### src/rtl/sys_bridge_ws.sv
// sys_bridge_ws: CPU-to-device bridge with base/mask decode, wait states, timeout and error responses.
// Define BRIDGE_IRQ_SYNC_EN to pass dev_irq to hwint through two flip-flop stages.
module sys_bridge_ws #(
    parameter int N_DEV = 3,
    parameter logic [N_DEV*32-1:0] DEV_BASE = {32'h7F10, 32'h7F00, 32'h0000},
    parameter logic [N_DEV*32-1:0] DEV_MASK = {32'hFFFF_FFF0, 32'hFFFF_FFF0, 32'hFFFF_C000},
    parameter logic [N_DEV-1:0] WORD_ONLY = 3'b110,
    parameter int TIMEOUT = 15
) (
    input  logic                 clk,
    input  logic                 reset,
    input  logic                 pr_req,
    input  logic [31:0]          pr_addr,
    input  logic [3:0]           pr_byteen,
    input  logic [31:0]          pr_wdata,
    output logic [31:0]          pr_rdata,
    output logic                 pr_err,
    output logic                 pr_stall,
    output logic [31:0]          dev_addr,
    output logic [31:0]          dev_wd,
    output logic [N_DEV-1:0]     dev_sel,
    output logic [N_DEV*4-1:0]   dev_we,
    input  logic [N_DEV*32-1:0]  dev_rdata,
    input  logic [N_DEV-1:0]     dev_ready,
    input  logic [N_DEV-1:0]     dev_irq,
    output logic [N_DEV-1:0]     hwint
);
    typedef enum logic [1:0] {IDLE, ACCESS, RESP} state_t;
    state_t state_q, state_d;
    logic [7:0] cnt_q, cnt_d;
    logic [31:0] rdata_q, rdata_d, addr_q, addr_d, wd_q, wd_d, rd_mux;
    logic err_q, err_d;
    logic [3:0] be_q, be_d;
    logic [N_DEV-1:0] sel_q, sel_d, hit, first;
    logic [N_DEV*4-1:0] we_q, we_d;
    logic found, illegal, ready, timeout;
    always_comb begin
        found = 1'b0;
        rd_mux = '0;
        for (int i = 0; i < N_DEV; i++) begin
            hit[i] = (pr_addr & DEV_MASK[i*32 +: 32]) == DEV_BASE[i*32 +: 32];
            first[i] = hit[i] & ~found;
            found = found | hit[i];
            rd_mux = rd_mux | (dev_rdata[i*32 +: 32] & {32{sel_q[i]}});
        end
        illegal = pr_byteen != 4'h0 && pr_byteen != 4'hF && |(first & WORD_ONLY);
        ready = |(dev_ready & sel_q);
        timeout = cnt_q == 8'(TIMEOUT - 1);
    end
    always_comb begin
        state_d = state_q;
        cnt_d = cnt_q;
        rdata_d = rdata_q;
        err_d = err_q;
        addr_d = addr_q;
        wd_d = wd_q;
        be_d = be_q;
        sel_d = sel_q;
        we_d = we_q;
        case (state_q)
            IDLE: if (pr_req) begin
                addr_d = pr_addr;
                wd_d = pr_wdata;
                be_d = pr_byteen;
                cnt_d = '0;
                if (found && !illegal) begin
                    state_d = ACCESS;
                    sel_d = first;
                    for (int i = 0; i < N_DEV; i++) we_d[i*4 +: 4] = first[i] ? pr_byteen : 4'h0;
                end else begin
                    state_d = RESP;
                    rdata_d = '0;
                    err_d = 1'b1;
                end
            end
            ACCESS: begin
                cnt_d = cnt_q + 8'd1;
                // a ready in the timeout cycle still counts as success
                if (ready || timeout) begin
                    state_d = RESP;
                    cnt_d = '0;
                    sel_d = '0;
                    we_d = '0;
                    rdata_d = (ready && be_q == 4'h0) ? rd_mux : '0;
                    err_d = !ready;
                end
            end
            default: state_d = IDLE;
        endcase
    end
    always_ff @(posedge clk) begin
        if (!reset) begin
            state_q <= IDLE;
            cnt_q <= '0;
            rdata_q <= '0;
            err_q <= 1'b0;
            addr_q <= '0;
            wd_q <= '0;
            be_q <= '0;
            sel_q <= '0;
            we_q <= '0;
        end else begin
            state_q <= state_d;
            cnt_q <= cnt_d;
            rdata_q <= rdata_d;
            err_q <= err_d;
            addr_q <= addr_d;
            wd_q <= wd_d;
            be_q <= be_d;
            sel_q <= sel_d;
            we_q <= we_d;
        end
    end
    assign pr_stall = reset & pr_req & (state_q != RESP);
    assign pr_rdata = rdata_q;
    assign pr_err = err_q;
    assign dev_addr = addr_q;
    assign dev_wd = wd_q;
    assign dev_sel = sel_q;
    assign dev_we = we_q;
`ifdef BRIDGE_IRQ_SYNC_EN
    logic [N_DEV-1:0] irq1_q, irq1_d, irq2_q, irq2_d;
    always_comb begin
        irq1_d = dev_irq;
        irq2_d = irq1_q;
    end
    always_ff @(posedge clk) begin
        if (!reset) begin
            irq1_q <= '0;
            irq2_q <= '0;
        end else begin
            irq1_q <= irq1_d;
            irq2_q <= irq2_d;
        end
    end
    assign hwint = irq2_q;
`else
    assign hwint = dev_irq;
`endif
endmodule

### config.mk
export PLATFORM = sky130hd
export DESIGN_NAME = sys_bridge_ws
export DESIGN_NICKNAME = d
export VERILOG_FILES = /design/src/rtl/sys_bridge_ws.sv
export SDC_FILE = /design/constraint.sdc
export NUM_CORES = 1
export LEC_CHECK = 0
export CAP_MARGIN = 10
export CORE_MARGIN = 5
export CORE_UTILIZATION = 36
export CTS_CLUSTER_SIZE = 30
export DETAILED_ROUTE_END_ITERATION = 12
export HOLD_SLACK_MARGIN = 0.02
export PLACE_DENSITY_LB_ADDON = 0.3
export SLEW_MARGIN = 20
export SYNTH_ARGS = -nofsm -noshare
export SYNTH_HDL_FRONTEND = slang
export SYNTH_SLANG_ARGS = --single-unit
### constraint.sdc
create_clock -name clk -period 2.3 [get_ports clk]
set_clock_uncertainty 0.15 [all_clocks]
set_input_delay 0.46 -clock clk [delete_from_list [all_inputs] [get_ports clk]]
set_output_delay 0.46 -clock clk [all_outputs]
set_load 0.03 [all_outputs]
==> impl_results.rst <==
.. list-table::
   :header-rows: 1

   * - Metric
     - Value
   * - Initial antenna violation count
     - 1
   * - Number of enable flip-flop cells after synthesis
     - 0
   * - Total of max-cap violations
     - 0
   * - Required time at the endpoint of the critical path
     - 2.45 ns
   * - Remaining global-route overflow
     - 0
   * - Endpoint class of the critical path
     - flop
   * - Largest fanout on the critical path
     - 11
   * - Count of hold buffers inserted by post-cts repair
     - 0
   * - Diode insertion count for antenna repair
     - 0
   * - Highest clock rate
     - 0.438 GHz
   * - Final-report max-slew violation count
     - 0
   * - Via-to-Cell Ratio
     - 5.07
   * - Last weighted congestion value of the routability-driven placer
     - 0.805
   * - Mean instance size in the synthesized netlist
     - 8.30 µm²
   * - Total global routing track utilization
     - 20.6%
   * - Maximum vdd drop
     - 0.473 mV
   * - Most common cell after layout, fill and taps aside
     - sky130_fd_sc_hd__clkdlybuf4s50_1
   * - Final Routed Wirelength
     - 19.0 mm
   * - Fraction of registers with async set/reset
     - 0%
   * - Count of synthesis-stage warnings from yosys
     - 0
   * - Effective utilization at floorplan
     - 37.0%
   * - Number of design-rule violations left by the first detailed-router iteration
     - 420
   * - Period utilization
     - 99.2%
   * - Number of synthesized register bits
     - 126
   * - Final #Nets
     - 1113
   * - Post-Synthesis Cell Area
     - 5420 µm²
   * - I/O pin count
     - 289
   * - Clock Sinks
     - 126
   * - Largest net degree at the start of global routing
     - 61
   * - Worst Hold Margin
     - 0.155 ns
   * - Dominant register cell in the synthesized netlist
     - sky130_fd_sc_hd__dfxtp_1
   * - Top library cells by usage in the layout, fill and taps aside
     - 268 x sky130_fd_sc_hd__clkdlybuf4s50_1, 145 x sky130_fd_sc_hd__nand2_1, 126 x sky130_fd_sc_hd__dfxtp_1, 76 x sky130_fd_sc_hd__nor2_1, 68 x sky130_fd_sc_hd__a21boi_0
   * - Clk buf depth
     - 2
   * - Library cell used as clock root buffer
     - sky130_fd_sc_hd__clkbuf_16
   * - Worst-path clk slew
     - 0.05 ns
   * - Tightest Pin Transition
     - 0.533 ns
   * - Horiz. Die Dim
     - 133 µm
   * - Placement Rows
     - 44
   * - Post-route ant nets
     - 0
   * - DRC violations left
     - 0
   * - Wirelength per Cell
     - 16.8 µm
   * - Hold Crit Class
     - input pin to flop
   * - Deepest level of the CTS H-tree
     - 4
   * - Mapped Nets
     - 828
   * - Yosys cell types
     - 44
   * - Vert. Die Dim
     - 133 µm
   * - Count of port buffers added during placement
     - 282
   * - Total power per unit cell area
     - 609 nW/µm²
   * - Number of global-route vias before repair
     - 5602
   * - Worst slew margin
     - 64.4%
   * - Gate Count Post-Synth
     - 653
   * - Share of final-layout standard cells stronger than drive strength 1
     - 10.4%
   * - Number of setup violations in the final report
     - 0
   * - Sequential-to-total area share from yosys stat
     - 46.6%
   * - Number of cells after detailed placement
     - 1102
   * - Lkg Pwr
     - 3.40 nW
   * - Estimated wirelength of the detail-placed design
     - 13.8 mm
   * - First-pass DRT Iterations
     - 6
   * - Clk_lat worst skew
     - 0.41 ns
   * - Die Outline Area
     - 17600 µm²
   * - Post-layout power
     - 5.58 mW
   * - Worst EP arrival
     - 2.43 ns
   * - Final hold violation count
     - 0
   * - Aggregate negative setup slack
     - 0 ns
   * - Outcome
     - finished clean
   * - Element type at the critical path start
     - input pin
   * - Area inside the core boundary
     - 14600 µm²
   * - Total number of vias
     - 5725
   * - Category of the critical setup timing path
     - input pin to flop
   * - Utilization after layout
     - 62.5%
   * - Area Overhead vs Synth
     - 69.0%
   * - TritonCTS clock tree
     - yes
   * - Global-route wire length before repair
     - 29.3 mm
   * - CTS buffer count
     - 17
   * - Post-route insts no fill
     - 1129
   * - Final Critical Period
     - 2.28 ns
   * - Fill count
     - 1292
   * - RSZ-0062 raised after global routing
     - true
timing repair:
item	4_1_cts	5_1_grt
hold endpoints to repair	0	0
endpoints found under the setup margin	48	38
setup buffers	1	0
cloned	0	0
gates resized for setup	14	11
pin swaps	5	4
area by class of cell:
class | instances | area (µm²) | share of cell area, %
clock inverters | 1 | 5.00 | 0.0547
repair buffers | 321 | 3170 | 34.6
multi-input cells | 469 | 2690 | 29.4
inverters | 3 | 11.3 | 0.123
flip-flops and latches | 126 | 2520 | 27.6
clock buffers | 25 | 526 | 5.74
well taps | 184 | 230 | 2.52
per-stage QoR:
| stage | worst slack, ns | instance area [µm²] |
|---|---|---|
| 2_1_floorplan | -0.0595 | 5420 |
| 3_3_place_gp | -0.647 | 8580 |
| 3_5_place_dp | -0.725 | 8580 |
| 4_1_cts | 0.00795 | 9140 |
| 5_1_grt | -0.0629 | 9150 |
| 6_report | 0.0187 | 9150 |
Yosys cell counts (3+ instances only):
cell type / number / area share, %
sky130_fd_sc_hd__nand2_1: 146 / 10
sky130_fd_sc_hd__dfxtp_1: 126 / 47
sky130_fd_sc_hd__nor2_1: 76 / 5.3
sky130_fd_sc_hd__a21boi_0: 68 / 9.4
sky130_fd_sc_hd__clkbuf_1: 45 / 3.1
sky130_fd_sc_hd__a21oi_1: 34 / 3.1
sky130_fd_sc_hd__o21ai_0: 34 / 3.1
sky130_fd_sc_hd__a222oi_1: 33 / 6.1
sky130_fd_sc_hd__and2_1: 10 / 1.2
sky130_fd_sc_hd__a21bo_2: 8 / 1.5
sky130_fd_sc_hd__nand4_1: 6 / 0.69
sky130_fd_sc_hd__xor2_1: 5 / 0.81
sky130_fd_sc_hd__a32o_1: 4 / 0.74
sky130_fd_sc_hd__buf_4: 4 / 0.55
sky130_fd_sc_hd__and3_1: 3 / 0.35
sky130_fd_sc_hd__buf_1: 3 / 0.21
sky130_fd_sc_hd__inv_1: 3 / 0.21
sky130_fd_sc_hd__nand3_1: 3 / 0.28
sky130_fd_sc_hd__nor3_1: 3 / 0.28
sky130_fd_sc_hd__nor4_1: 3 / 0.35
sky130_fd_sc_hd__o21ai_1: 3 / 0.28
sky130_fd_sc_hd__or4_1: 3 / 0.42
critical path, cell delays in order:
cell and delay (ns):
sky130_fd_sc_hd__clkdlybuf4s50_1 0.44, sky130_fd_sc_hd__nor4_2 0.28, sky130_fd_sc_hd__buf_4 0.16, sky130_fd_sc_hd__nand4_1 0.19
sky130_fd_sc_hd__o31ai_1 0.35, sky130_fd_sc_hd__o21ai_1 0.12, sky130_fd_sc_hd__buf_4 0.19, sky130_fd_sc_hd__a31o_2 0.24
final timing paths:
kind	startpoint	endpoint	slack, ns	depth (start not counted)
setup reg to reg	cnt_q[4]	dev_sel[0]	0.15	6
hold / removal	pr_addr[6]	dev_addr[6]	0.15	3
setup / recovery	pr_addr[27]	dev_sel[0]	0.02	8
hold reg to reg	be_q[3]	be_q[3]	0.31	2
logic make-up (layout without fill, tap and decap cells):
family | count (synthesis) | in the layout | synth area share, %
simple gates | 265 | 265 | 21.1
compound gates | 193 | 193 | 25.7
flops | 126 | 126 | 46.6
buf+inv | 58 | 350 | 4.73
xor+xnor | 7 | 7 | 1.13
fa+ha+maj | 2 | 2 | 0.462
mux | 2 | 2 | 0.370
state kept, by name, summed over array words and instances, names as in the netlist:
signal / flops
be_q: 4
state_q: 2
pr_rdata: 32
dev_wd: 32
dev_sel: 3
pr_err: 1
dev_addr: 32
cnt_q: 8
dev_we: 12
report_power, final:
part	switching, mW	internal, mW	leakage [nW]	total, mW
sequential	0.0382	2.26	1.03	2.30
clock	0.875	1.54	0.265	2.41
combinational	0.391	0.473	2.11	0.864
total	1.30	4.27	3.40	5.58
routing by layer:
layer,global-route usage (%),part of all wire [%],vias up
li1,-,-,2850
met1,24.9,42,2645
met2,35.0,50,195
met3,6.23,6.1,33
met4,6.93,2.3,2
met5,0,0.068,-
Note: power is estimated with default switching activity, not from simulation.
